`src/rtl/odd_change_pkg.sv`:
```
// ----------------------------------------------------------------------------
// odd_change_pkg
// Shared definitions for the odd-ratio divider measurement path.
//   state_e      : receive FSM states (ARM, SYNC, HIGH, LOW)
//   DEF_CNT_W    : default phase counter width
//   DEF_LOCK_N   : default number of identical periods needed for lock
//   withinOne()  : true when two lengths differ by at most one cycle
// ----------------------------------------------------------------------------
package odd_change_pkg;

   typedef enum logic [1:0] {
      ARM  = 2'd0,
      SYNC = 2'd1,
      HIGH = 2'd2,
      LOW  = 2'd3
   } state_e;

   localparam int DEF_CNT_W  = 8;
   localparam int DEF_LOCK_N = 4;

   // Absolute-difference test done on wide unsigned values so callers of any
   // counter width can zero-extend into it without worrying about wraparound.
   function automatic logic withinOne(input logic [31:0] a, input logic [31:0] b);
      logic [31:0] diff;
      diff = (a >= b) ? (a - b) : (b - a);
      return (diff <= 32'd1);
   endfunction

endpackage

```
`src/rtl/odd_lock_track.sv`:
```
// ----------------------------------------------------------------------------
// odd_lock_track
// Decides whether the measured period is stable and flags period changes
// that happen while stable.
//   clk_i     : system clock
//   rst_ni    : asynchronous active-low reset
//   vld_i     : a period completes on this edge
//   clr_i     : drop lock and restart the match count (counter saturation)
//   period_i  : length of the period completing on this edge
//   locked_o  : LOCK_N identical periods seen in a row
//   err_o     : one-cycle pulse when a different period arrives while locked
// ----------------------------------------------------------------------------
module odd_lock_track
   import odd_change_pkg::*;
#(
   parameter int CNT_W  = DEF_CNT_W,
   parameter int LOCK_N = DEF_LOCK_N
) (
   input  logic             clk_i,
   input  logic             rst_ni,
   input  logic             vld_i,
   input  logic             clr_i,
   input  logic [CNT_W:0]   period_i,
   output logic             locked_o,
   output logic             err_o
);

   localparam logic [3:0] LOCK_TGT = 4'(LOCK_N);

   logic [CNT_W:0] prevPeriod_q;
   logic [3:0]     matchCnt_q;
   logic [3:0]     matchCnt_d;
   logic           mismatch_d;
   logic           locked_q;
   logic           err_q;

   // Work out what the match counter becomes if the incoming period is
   // accepted: a different period restarts the run at one, an identical one
   // extends the run but never past the lock target.
   always_comb begin
      mismatch_d = (period_i != prevPeriod_q);
      matchCnt_d = matchCnt_q;
      if (mismatch_d) begin
         matchCnt_d = 4'd1;
      end else if (matchCnt_q < LOCK_TGT) begin
         matchCnt_d = matchCnt_q + 4'd1;
      end
   end

   // Lock state only moves on completed periods, so locked and the mismatch
   // error line up with the period report. The previous period survives a
   // saturation clear; the restarted match count makes that harmless.
   always_ff @(posedge clk_i or negedge rst_ni) begin
      if (!rst_ni) begin
         prevPeriod_q <= '0;
         matchCnt_q   <= '0;
         locked_q     <= 1'b0;
         err_q        <= 1'b0;
      end else begin
         err_q <= 1'b0;
         if (clr_i) begin
            matchCnt_q <= '0;
            locked_q   <= 1'b0;
         end else if (vld_i) begin
            prevPeriod_q <= period_i;
            matchCnt_q   <= matchCnt_d;
            locked_q     <= (matchCnt_d == LOCK_TGT);
            err_q        <= mismatch_d & locked_q;
         end
      end
   end

   assign locked_o = locked_q;
   assign err_o    = err_q;

endmodule

```
`src/rtl/odd_change_monitor.sv`:
```
// ----------------------------------------------------------------------------
// odd_change_monitor
// Measures the high phase, low phase and total length of each period of the
// divided waveform, and reports parity, duty balance and period lock.
//   clk_i         : system clock, everything on the rising edge
//   rst_ni        : asynchronous active-low reset
//   din_i         : divided waveform, already in the clk_i domain
//   high_len_o    : high-phase length of the last completed period
//   low_len_o     : low-phase length of the last completed period
//   period_o      : high_len_o + low_len_o, one bit wider so it never wraps
//   period_vld_o  : one-cycle pulse when the length outputs update
//   is_odd_o      : period_o[0]
//   balanced_o    : high and low phases differ by at most one cycle
//   locked_o      : period has been stable for LOCK_N periods
//   err_o         : pulse on a period change while locked, or on saturation
// ----------------------------------------------------------------------------
module odd_change_monitor
   import odd_change_pkg::*;
#(
   parameter int CNT_W  = DEF_CNT_W,
   parameter int LOCK_N = DEF_LOCK_N
) (
   input  logic             clk_i,
   input  logic             rst_ni,
   input  logic             din_i,
   output logic [CNT_W-1:0] high_len_o,
   output logic [CNT_W-1:0] low_len_o,
   output logic [CNT_W:0]   period_o,
   output logic             period_vld_o,
   output logic             is_odd_o,
   output logic             balanced_o,
   output logic             locked_o,
   output logic             err_o
);

   localparam logic [CNT_W-1:0] CNT_MAX = '1;
   localparam logic [CNT_W-1:0] CNT_ONE = {{(CNT_W-1){1'b0}}, 1'b1};

   state_e           state_q;
   logic [CNT_W-1:0] hiCnt_q;
   logic [CNT_W-1:0] loCnt_q;
   logic [CNT_W-1:0] highLen_q;
   logic [CNT_W-1:0] lowLen_q;
   logic [CNT_W:0]   period_q;
   logic             periodVld_q;
   logic             isOdd_q;
   logic             balanced_q;
   logic             satErr_q;

   logic             done_d;
   logic             satHit_d;
   logic [CNT_W:0]   period_d;
   logic             balanced_d;
   logic             trackErr;

   // Decode the events of this edge. A period completes on the first high
   // sample after a low phase; saturation is a counter already at its
   // maximum that the current sample would push further. The two can never
   // happen together because completion needs a level change.
   always_comb begin
      done_d     = (state_q == LOW) && din_i;
      satHit_d   = ((state_q == HIGH) &&  din_i && (hiCnt_q == CNT_MAX)) ||
                   ((state_q == LOW)  && !din_i && (loCnt_q == CNT_MAX));
      period_d   = {1'b0, hiCnt_q} + {1'b0, loCnt_q};
      balanced_d = withinOne(32'(hiCnt_q), 32'(loCnt_q));
   end

   // Receive FSM with its phase counters and the report registers. ARM
   // throws away whatever high phase was in progress at reset or after a
   // saturation, SYNC waits for a clean rising edge, and from then on every
   // rising edge closes one period and opens the next. Saturation sends the
   // FSM back to ARM while the last good report stays on the outputs.
   always_ff @(posedge clk_i or negedge rst_ni) begin
      if (!rst_ni) begin
         state_q     <= ARM;
         hiCnt_q     <= '0;
         loCnt_q     <= '0;
         highLen_q   <= '0;
         lowLen_q    <= '0;
         period_q    <= '0;
         periodVld_q <= 1'b0;
         isOdd_q     <= 1'b0;
         balanced_q  <= 1'b0;
         satErr_q    <= 1'b0;
      end else begin
         periodVld_q <= 1'b0;
         satErr_q    <= 1'b0;
         if (satHit_d) begin
            satErr_q <= 1'b1;
            state_q  <= ARM;
            hiCnt_q  <= '0;
            loCnt_q  <= '0;
         end else begin
            case (state_q)
               ARM: begin
                  if (!din_i) begin
                     state_q <= SYNC;
                  end
               end
               SYNC: begin
                  if (din_i) begin
                     state_q <= HIGH;
                     hiCnt_q <= CNT_ONE;
                     loCnt_q <= '0;
                  end
               end
               HIGH: begin
                  if (din_i) begin
                     hiCnt_q <= hiCnt_q + CNT_ONE;
                  end else begin
                     state_q <= LOW;
                     loCnt_q <= CNT_ONE;
                  end
               end
               LOW: begin
                  if (!din_i) begin
                     loCnt_q <= loCnt_q + CNT_ONE;
                  end else begin
                     highLen_q   <= hiCnt_q;
                     lowLen_q    <= loCnt_q;
                     period_q    <= period_d;
                     isOdd_q     <= period_d[0];
                     balanced_q  <= balanced_d;
                     periodVld_q <= 1'b1;
                     hiCnt_q     <= CNT_ONE;
                     loCnt_q     <= '0;
                     state_q     <= HIGH;
                  end
               end
               default: begin
                  state_q <= ARM;
               end
            endcase
         end
      end
   end

   // Lock tracking sees the period on the same edge that the report is
   // registered, so locked and the mismatch error land with period_vld.
   odd_lock_track #(
      .CNT_W  (CNT_W),
      .LOCK_N (LOCK_N)
   ) u_lock (
      .clk_i    (clk_i),
      .rst_ni   (rst_ni),
      .vld_i    (done_d),
      .clr_i    (satHit_d),
      .period_i (period_d),
      .locked_o (locked_o),
      .err_o    (trackErr)
   );

   assign high_len_o   = highLen_q;
   assign low_len_o    = lowLen_q;
   assign period_o     = period_q;
   assign period_vld_o = periodVld_q;
   assign is_odd_o     = isOdd_q;
   assign balanced_o   = balanced_q;
   assign err_o        = satErr_q | trackErr;

endmodule

```
`config.mk`:
```
export PLATFORM = sky130hd
export DESIGN_NAME = odd_change_monitor
export DESIGN_NICKNAME = d
export VERILOG_FILES = /design/src/rtl/odd_change_pkg.sv /design/src/rtl/odd_lock_track.sv /design/src/rtl/odd_change_monitor.sv
export SDC_FILE = /design/constraint.sdc
export NUM_CORES = 1
export LEC_CHECK = 0
export CAP_MARGIN = 20
export CELL_PAD_IN_SITES_DETAIL_PLACEMENT = 1
export CELL_PAD_IN_SITES_GLOBAL_PLACEMENT = 1
export CORE_ASPECT_RATIO = 1.75
export CORE_MARGIN = 4
export CORE_UTILIZATION = 45
export CTS_CLUSTER_SIZE = 14
export DETAILED_ROUTE_END_ITERATION = 16
export PLACE_DENSITY_LB_ADDON = 0.05
export SLEW_MARGIN = 20
export SYNTH_ARGS = -nofsm -noshare
export SYNTH_HDL_FRONTEND = slang
export SYNTH_SLANG_ARGS = --single-unit
```
`constraint.sdc`:
```
create_clock -name clk_i -period 5.1 [get_ports clk_i]
set_input_delay 1.02 -clock clk_i [delete_from_list [all_inputs] [get_ports clk_i]]
set_output_delay 1.02 -clock clk_i [all_outputs]
set_load 0.05 [all_outputs]
```
==> flow_summary.json <==
{
  "multiInputGateArea_mm2": 0.00217,
  "clockRootBuffer": "clkbuf_16",
  "cts.sinks": 61,
  "area_growth_pct": 17.9,
  "slew_headroom": 0.465,
  "core_area_mm2": 0.00837,
  "holdBufCountCts": 0,
  "design_area_mm2": 0.00460,
  "placed_area_mm2": 0.00429,
  "end_kind": "flip-flop",
  "grt_util_all_layers": 0.227,
  "yosysUniqueCellTypes": 64,
  "dieArea_mm2": 0.0103,
  "synth_area_leaders": "dfrtp_1 (39%), ha_1 (8.7%), xnor2_1 (5.2%)",
  "fmax_ghz": 0.319,
  "synth.avg_cell_area_um2": 9.08,
  "setup_violations": 0,
  "ios": 33,
  "finalCriticalPeriod_ns": 3.13,
  "worst_slew_pin_slew_ns": 0.803,
  "drt_first_pass_iters": 4,
  "powerDensity_mw_per_mm2": 416,
  "clock_latency_ns": 0.34,
  "cap_viol_max_count": 0,
  "initial_core_util": 0.467,
  "drt_iter0_drc": 108,
  "cts_inserted_buffers": 9,
  "cp_data_required_time_ns": 5.31,
  "synth.most_common_cell": "dfrtp_1",
  "synth_top_area_frac": 0.391,
  "seq_area_mm2": 0.00153,
  "ir_drop_v": 0.000222,
  "dp.cells": 559,
  "status": "complete, no violations",
  "route.vias.total": 3216,
  "grt_max_degree": 62,
  "wirelength_mm": 11.0,
  "tritoncts": "done",
  "synth_warnings": 0,
  "die_x_um": 78.4,
  "synth.net_count": 463,
  "slew_violations": 0,
  "die_h_um": 131,
  "wl_per_cell_um": 19.0,
  "worstPathMaxFanout": 7,
  "final-instance-count-excl-fill": 575,
  "rsz0062_at_grt": "false",
  "vias_per_cell": 5.59,
  "clk_pin_slew_ns": 0.05,
  "rows": 44,
  "grt-ovfl-total": 0,
  "hpwl_mm": 8.19,
  "arrival_ns": 3.35,
  "setup-tns-final_ns": 0,
  "hold_violations": 0,
  "async_flop_share": 1.00,
  "h-tree-depth": 3,
  "crit_type": "reg2reg",
  "syn-cell-area_mm2": 0.00390,
  "portBuffers": 32,
  "nets": 488,
  "hold_class": "reg2reg",
  "antenna_found_initial": 0,
  "n_fill_cell": 992,
  "antenna_left": 0,
  "ys_ff_latch": 61,
  "synth_edf_count": 0,
  "clockBufferDepth": 2,
  "antenna_cells": 0,
  "synth_flop_cell": "dfrtp_1",
  "post-route-drc-count": 0,
  "drive_gt1_frac": 0.0696,
  "grt_first_pass_wirelength_mm": 18.0,
  "timing.critical_path.from_type": "flip-flop",
  "synthTopCellsByCount": "dfrtp_1 (61), nand2_1 (51), nor2_1 (33), o21ai_0 (33), inv_1 (30)",
  "clock_skew_ns": 0.0102,
  "p_leak_nw": 2.04,
  "cts_setup_buffers": 0,
  "yosysTopAreaCell": "dfrtp_1",
  "gp_congestion": 0.892,
  "period_share": 0.614,
  "synth_cells": 430,
  "grt_pass1_vias": 3518,
  "ctsResizeCount": 0,
  "ys_seq_area_frac": 0.391
}
==> through the flow <==
step           hold WS (ns)  setup slack, ns   util  power (mW)
2_1_floorplan         0.465             2.36      -        1.09
3_3_place_gp          0.460             1.85  0.512        1.26
3_5_place_dp          0.467             1.72  0.512        1.28
4_1_cts               0.478             1.97  0.550        1.94
5_1_grt               0.503             1.68  0.550        2.02
6_report              0.473             1.97  0.550        1.92
==> state kept, by name, summed over array words and instances (netlist names), 2 cells and up <==
register	cells
hiCnt_q	8
high_len_o	8
loCnt_q	8
low_len_o	8
period_o	9
state_q	2
u_lock.matchCnt_q	4
u_lock.prevPeriod_q	9
==> power breakdown <==
group | switching [mW] | leakage [nW] | internal (mW)
logic | 0.402 | 1.11 | 0.257
registers | 0.0616 | 0.792 | 0.545
clock network | 0.224 | 0.145 | 0.426
==> cell families after synthesis <==
logic type | synth area share
adder cells (fa/ha/maj) | 0.102
flip-flops | 0.391
buffers and inverters | 0.0519
AND/OR/NAND/NOR | 0.197
AO/OA/AOI/OAI | 0.174
multiplexers | 0.00513
XOR/XNOR | 0.0792
==> layout make-up <==
| cell class | instances | area share |
|---|---|---|
| clock buffer | 10 | 0.0497 |
| clock inverter | 6 | 0.0190 |
| inverter | 30 | 0.0245 |
| multi-input combinational | 319 | 0.472 |
| sequential | 61 | 0.332 |
| tap | 115 | 0.0312 |
| timing repair buffer | 34 | 0.0717 |
==> worst paths after layout <==
check                           cells past startpoint                     from  slack [ns]                          endpoint
worst min register to register                      1  period_o[2]$_DFFE_PN0P_        0.47           period_o[2]$_DFFE_PN0P_
worst min-delay path                                1  period_o[2]$_DFFE_PN0P_        0.47           period_o[2]$_DFFE_PN0P_
worst max register to register                      9   loCnt_q[0]$_DFFE_PN0P_        1.97  u_lock.matchCnt_q[0]$_DFFE_PN0P_
worst max-delay path                                9   loCnt_q[0]$_DFFE_PN0P_        1.97  u_lock.matchCnt_q[0]$_DFFE_PN0P_
min in group asynchronous                           2                   rst_ni        0.85            balanced_o$_DFFE_PN0P_
max in group asynchronous                           2                   rst_ni        3.72            hiCnt_q[4]$_DFFE_PN0P_
==> worst max-delay path, cell delays in order, from the launching register on <==
cell,delay (ns)
dfrtp_1,0.48
ha_1,0.28
fa_1,0.49
nor2b_1,0.21
o311a_4,0.36
o22ai_1,0.16
nand3_1,0.20
nor4_4,0.42
nand2_2,0.12
o221a_1,0.30
==> cells in the final DEF (no fill, tap or decap), types with 20 or more instances in the layout <==
cell,count
a21oi_1,20
clkdlybuf4s50_1,31
dfrtp_1,61
ha_1,27
inv_1,30
nand2_1,51
nor2_1,33
o21ai_0,33
xnor2_1,23
==> routing by layer <==
| layer | GRT usage | wire length [um] | part of all wire | up-vias |
|---|---|---|---|---|
| met5 | 0 | 0 | 0 | - |
| met4 | 0.117 | 413 | 0.038 | 0 |
| met3 | 0.0322 | 214 | 0.020 | 25 |
| met2 | 0.429 | 6210 | 0.57 | 41 |
| met1 | 0.236 | 4110 | 0.38 | 1614 |
| li1 | - | - | - | 1536 |
No activity file was read; power rests on OpenSTA's default activity.
